## config.mk

```make
export PLATFORM = sky130hd
export DESIGN_NAME = sw_debounce
export DESIGN_NICKNAME = d
export VERILOG_FILES = /design/src/rtl/sw_debounce_pkg.sv /design/src/rtl/debounce_chan.sv /design/src/rtl/sw_debounce.sv
export SDC_FILE = /design/constraint.sdc
export NUM_CORES = 1
export LEC_CHECK = 0
export CAP_MARGIN = 20
export CELL_PAD_IN_SITES_DETAIL_PLACEMENT = 0
export CELL_PAD_IN_SITES_GLOBAL_PLACEMENT = 1
export CORE_ASPECT_RATIO = 0.6
export CORE_MARGIN = 2
export CORE_UTILIZATION = 40
export CTS_BUF_LIST = sky130_fd_sc_hd__clkbuf_16
export DETAILED_ROUTE_END_ITERATION = 7
export PLACE_DENSITY = 0.74
export SYNTH_ARGS = -nofsm -noshare
export SYNTH_HDL_FRONTEND = slang
export SYNTH_SLANG_ARGS = --single-unit
```

## constraint.sdc

```tcl
create_clock -name clk -period 1.85 [get_ports clk]
set_input_delay 0.2775 -clock clk [delete_from_list [all_inputs] [get_ports clk]]
set_output_delay 0.2775 -clock clk [all_outputs]
set_load 0.02 [all_outputs]
```

## src/rtl/sw_debounce_pkg.sv

```systemverilog
// Shared defaults and width helper for the switch/button debouncer.
// The defaults give a 1 ms sample tick and 20 ms qualification at 100 MHz.
package sw_debounce_pkg;

    localparam int DEF_WIDTH        = 16;
    localparam int DEF_TICK_DIV     = 100000;
    localparam int DEF_STABLE_TICKS = 20;

    // Bits needed to hold values 0..max_val, never less than one.
    function automatic int cnt_width(input int max_val);
        int w;
        w = $clog2(max_val + 1);
        return (w < 1) ? 1 : w;
    endfunction

endpackage

```

## src/rtl/debounce_chan.sv

```systemverilog
// One debounce channel: 2-flop synchronizer, tick-qualified run counter,
// accepted-level flop and registered single-cycle rise/fall pulses.
module debounce_chan
    import sw_debounce_pkg::*;
#(
    parameter int STABLE_TICKS = DEF_STABLE_TICKS
) (
    input  logic clk,
    input  logic rst,
    input  logic tick,
    input  logic raw,
    output logic stable,
    output logic rise,
    output logic fall
);

    localparam int CNT_W = cnt_width(STABLE_TICKS);
    localparam logic [CNT_W-1:0] CNT_LAST = CNT_W'(STABLE_TICKS - 1);

    logic             sync1_reg;
    logic             sync_in_reg;
    logic [CNT_W-1:0] cnt_reg;
    logic             stable_reg;
    logic             rise_reg;
    logic             fall_reg;

    always_ff @(posedge clk) begin
        if (rst) begin
            sync1_reg   <= 1'b0;
            sync_in_reg <= 1'b0;
            cnt_reg     <= '0;
            stable_reg  <= 1'b0;
            rise_reg    <= 1'b0;
            fall_reg    <= 1'b0;
        end else begin
            sync1_reg   <= raw;
            sync_in_reg <= sync1_reg;
            rise_reg    <= 1'b0;
            fall_reg    <= 1'b0;
            // Any agreement with the accepted level throws away a partial run.
            if (sync_in_reg == stable_reg) begin
                cnt_reg <= '0;
            end else if (tick) begin
                if (cnt_reg == CNT_LAST) begin
                    stable_reg <= sync_in_reg;
                    rise_reg   <= sync_in_reg;
                    fall_reg   <= ~sync_in_reg;
                    cnt_reg    <= '0;
                end else begin
                    cnt_reg <= cnt_reg + CNT_W'(1);
                end
            end
        end
    end

    assign stable = stable_reg;
    assign rise   = rise_reg;
    assign fall   = fall_reg;

endmodule

```

## src/rtl/sw_debounce.sv

```systemverilog
// Multi-channel switch debouncer: one shared sample-tick prescaler feeding
// WIDTH independent debounce channels, all on the undivided board clock.
module sw_debounce
    import sw_debounce_pkg::*;
#(
    parameter int WIDTH        = DEF_WIDTH,
    parameter int TICK_DIV     = DEF_TICK_DIV,
    parameter int STABLE_TICKS = DEF_STABLE_TICKS
) (
    input  logic             clk,
    input  logic             rst,
    input  logic [WIDTH-1:0] sw_raw,
    output logic [WIDTH-1:0] sw_stable,
    output logic [WIDTH-1:0] sw_rise,
    output logic [WIDTH-1:0] sw_fall,
    output logic             sw_any_change
);

    localparam int PRE_W = cnt_width(TICK_DIV - 1);
    localparam logic [PRE_W-1:0] PRE_LAST = PRE_W'(TICK_DIV - 1);

    logic [PRE_W-1:0] pre_reg;
    logic             tick;

    always_ff @(posedge clk) begin
        if (rst) begin
            pre_reg <= '0;
        end else if (pre_reg == PRE_LAST) begin
            pre_reg <= '0;
        end else begin
            pre_reg <= pre_reg + PRE_W'(1);
        end
    end

    // Tick is a clock enable decoded from the prescaler, never a clock.
    assign tick = (pre_reg == PRE_LAST);

    generate
        for (genvar gi = 0; gi < WIDTH; gi++) begin : g_chan
            debounce_chan #(
                .STABLE_TICKS(STABLE_TICKS)
            ) u_chan (
                .clk    (clk),
                .rst    (rst),
                .tick   (tick),
                .raw    (sw_raw[gi]),
                .stable (sw_stable[gi]),
                .rise   (sw_rise[gi]),
                .fall   (sw_fall[gi])
            );
        end
    endgenerate

    // Built only from registered pulses, so it lines up with them exactly.
    assign sw_any_change = |(sw_rise | sw_fall);

endmodule

```

==> results of run 1 <==
==> metal layers <==
layer	share of wire, %	track usage [%]	up-vias
met2	45	29.5	133
met1	50	27.1	3274
met5	0	0	-
met3	3.8	3.48	11
met4	0.48	3.86	0
li1	-	-	3400
==> path summary, 6_finish.rpt <==
path                                         startpoint                                        to  slack, ps
hold / removal                                      rst     g_chan[9].u_chan.sync1_reg$_SDFF_PP0_        330
hold reg to reg   g_chan[7].u_chan.sync1_reg$_SDFF_PP0_   g_chan[7].u_chan.sync_in_reg$_SDFF_PP0_        440
setup reg to reg                  pre_reg[1]$_SDFF_PP0_  g_chan[8].u_chan.cnt_reg[2]$_SDFFE_PP0N_       -120
setup / recovery       g_chan[4].u_chan.fall$_SDFF_PP0_                             sw_any_change       -160
==> power by group <==
group          switching (W)  leakage (nW)  internal [W]
clock                0.00156         0.252       0.00171
sequential         0.0000266          1.44       0.00385
combinational      0.0000920          1.83     0.0000956
==> what timing repair did <==
item | CTS | global route
gates resized for setup | 47 | 106
setup endpoints to repair | 38 | 98
pin swaps | 23 | 66
hold buffers | 0 | 0
gates cloned | 4 | 5
buffers inserted | 7 | 3
==> critical path: stages, from the launching register on <==
cell	delay [ps]
dfxtp_2	340
nor4_4	340
buf_4	170
nand4_1	90
or2_4	250
buf_6	130
==> layout make-up <==
type,count,share of cell area (%)
well taps,273,3.28
multi-input cells,618,41.4
diodes,1,0.0240
flip-flops and latches,177,34.1
clock buffers,17,4.08
inverters,18,0.648
repair buffers,153,15.7
clock inverters,13,0.876
==> cells by family (layout without fill, tap and decap cells) <==
kind of cell / count (synthesis) / after routing / synth area share, %
AO/OA/AOI/OAI: 164 / 164 / 11.7
XOR/XNOR: 29 / 29 / 3.15
adder cells (fa/ha/maj): 17 / 17 / 2.64
buffers and inverters: 118 / 201 / 7.92
flip-flops: 177 / 177 / 44.0
other: 0 / 1 / 0
AND/OR/NAND/NOR: 408 / 408 / 30.7
==> metrics by stage <==
stage	hold slack (ps)	cells	setup WS (ps)	total power (W)
2_1_floorplan	406	913	33.1	0.00405
3_3_place_gp	420	1225	-429	0.00413
3_5_place_dp	428	1225	-420	0.00413
4_1_cts	323	1266	-179	0.00738
5_1_grt	334	1270	-191	0.00759
6_report	327	1270	-158	0.00733
==> cell usage in the layout, fill, tap and decap left out, types with 17 or more instances in the layout <==
cell type and instances:
or3_1 17, clkbuf_16 20, buf_6 19, o21ai_0 38, a21oi_1 56, clkdlybuf4s50_1 60
nand3b_1 29, a21oi_2 26, buf_4 52, xnor2_1 24, nor2_1 32, nor2b_1 58
dfxtp_1 171, nand2_1 59, nand3_1 51, inv_1 19
==> flow_summary.yaml, run 1 <==
status:
  outcome: "complete, but fails checks"
  violations: "setup timing"
route:
  vias: 6818
  drt_iter0_drc: 424
  antenna_left: 0
  drc: 0
  viasPerCell: 5.37
  drt-total-wl_mm: 21.1
  wire_per_inst_um: 16.6
  drt_first_pass_iters: 7
cts:
  numCtsBuffers: 17
  path_clk_slew_ps: 70
  worstSkewPairLatency_ps: 430
  tritoncts: "yes"
  cts_buffer_depth: 2
  clkSinkCount: 177
  cts_max_level: 4
  cts-root-buf: "clkbuf_16"
sta:
  min_period_ps: 2010
  tns_ps: -885
  finalMaxSlewViolations: 0
  tightestPinTransition_ps: 601
  rsz0062_at_grt: "true"
  skew_ps: 15.7
  setup_viol: 13
  hold_viol: 0
  max_freq_mhz: 498
  fin_crit_sh_pct: 109
  fin_ws_ps: -158
  slew_headroom_pct: 59.9
synthesis:
  netlist_area_sq_um: 8060
  ys_seq_area_share_pct: 44.0
  synthTopCellsByArea: "dfxtp_1 44%, a21oi_1 5.1%, nor2b_1 4.5%, buf_4 4.5%, nand3_1 3.2%"
  syn-num-nets: 948
  synth_most_common_cell: "dfxtp_1"
  async_flop_share_pct: 0
  synthCells: 913
  ys_ff_latch: 177
  yosys.area.top_type: "dfxtp_1"
  avgSynthCellArea_sq_um: 8.83
  synth.distinct_cells: 36
  netlist_top_cells_count: "177 x dfxtp_1, 82 x a21oi_1, 59 x nand2_1, 58 x nor2b_1, 51 x nand3_1"
  synth_edf_count: 0
  synth-main-ff-cell: "dfxtp_1"
  yosys.area.top_type_share_pct: 44.0
  synth_warnings: 0
final_layout:
  fin_util_pct: 52.5
  nNetsFinal: 1020
  filler_cell_count: 1835
  drive_gt1_share_pct: 22.3
  largest_reg_flops: 80
  area_delta_synth_final_pct: 29.3
  multiInputGateArea_sq_um: 4310
  seqCellArea_sq_um: 3550
  fin_area_sq_um: 10400
hold_path:
  hp-class: "primary input to flip-flop"
  whs_path_depth: 3
floorplanning:
  die_y_um: 114
  start_util_pct: 40.6
  dieArea_sq_um: 21300
  die_w_um: 187
  row_count: 40
  ioPinCount: 67
  core_area_sq_um: 19900
power:
  ir_drop_uv: 679
  p_leak_nw: 3.52
  power-per-cell-area_nw_per_um2: 703
grt:
  grt_pass1_vias: 6108
  antenna_found_initial: 1
  grt_pass1_wl_mm: 32.1
  grt_overflow_total: 0
  grt_max_degree: 36
  grt_util_all_layers_pct: 18.8
place:
  gp_congestion: 0.860
  placed_area_sq_um: 9100
  dp.final_hpwl_mm: 13.5
  io_buffers: 66
critical_path:
  crit_fanout: 2
  criticalPathCategory: "flip-flop to primary output"
  crit_arrival_ps: 1730
  start_kind: "flip-flop"
  required_ps: 1570
  reg2reg_depth: 7
  crit_path_end_kind: "primary output"
flow_run:
  cap_violations: 0
Power figures use the tool's default switching activity.
==> run 2: changes to the inputs <==
--- a/config.mk
+++ b/config.mk
@@ -14,6 +14,7 @@
 export CTS_BUF_LIST = sky130_fd_sc_hd__clkbuf_16
 export DETAILED_ROUTE_END_ITERATION = 7
 export PLACE_DENSITY = 0.74
+export SLEW_MARGIN = 20
 export SYNTH_ARGS = -nofsm -noshare
 export SYNTH_HDL_FRONTEND = slang
 export SYNTH_SLANG_ARGS = --single-unit
==> results of run 2 <==
Final layout, timing and power as in run 1 (identical DEF).
==> run 3: changes to the inputs <==
--- a/config.mk
+++ b/config.mk
@@ -5,6 +5,7 @@
 export SDC_FILE = /design/constraint.sdc
 export NUM_CORES = 1
 export LEC_CHECK = 0
+export ABC_CLOCK_PERIOD_IN_PS = 1850
 export CAP_MARGIN = 20
 export CELL_PAD_IN_SITES_DETAIL_PLACEMENT = 0
 export CELL_PAD_IN_SITES_GLOBAL_PLACEMENT = 1
==> results of run 3 <==
Final layout, timing and power as in run 1 (identical DEF).
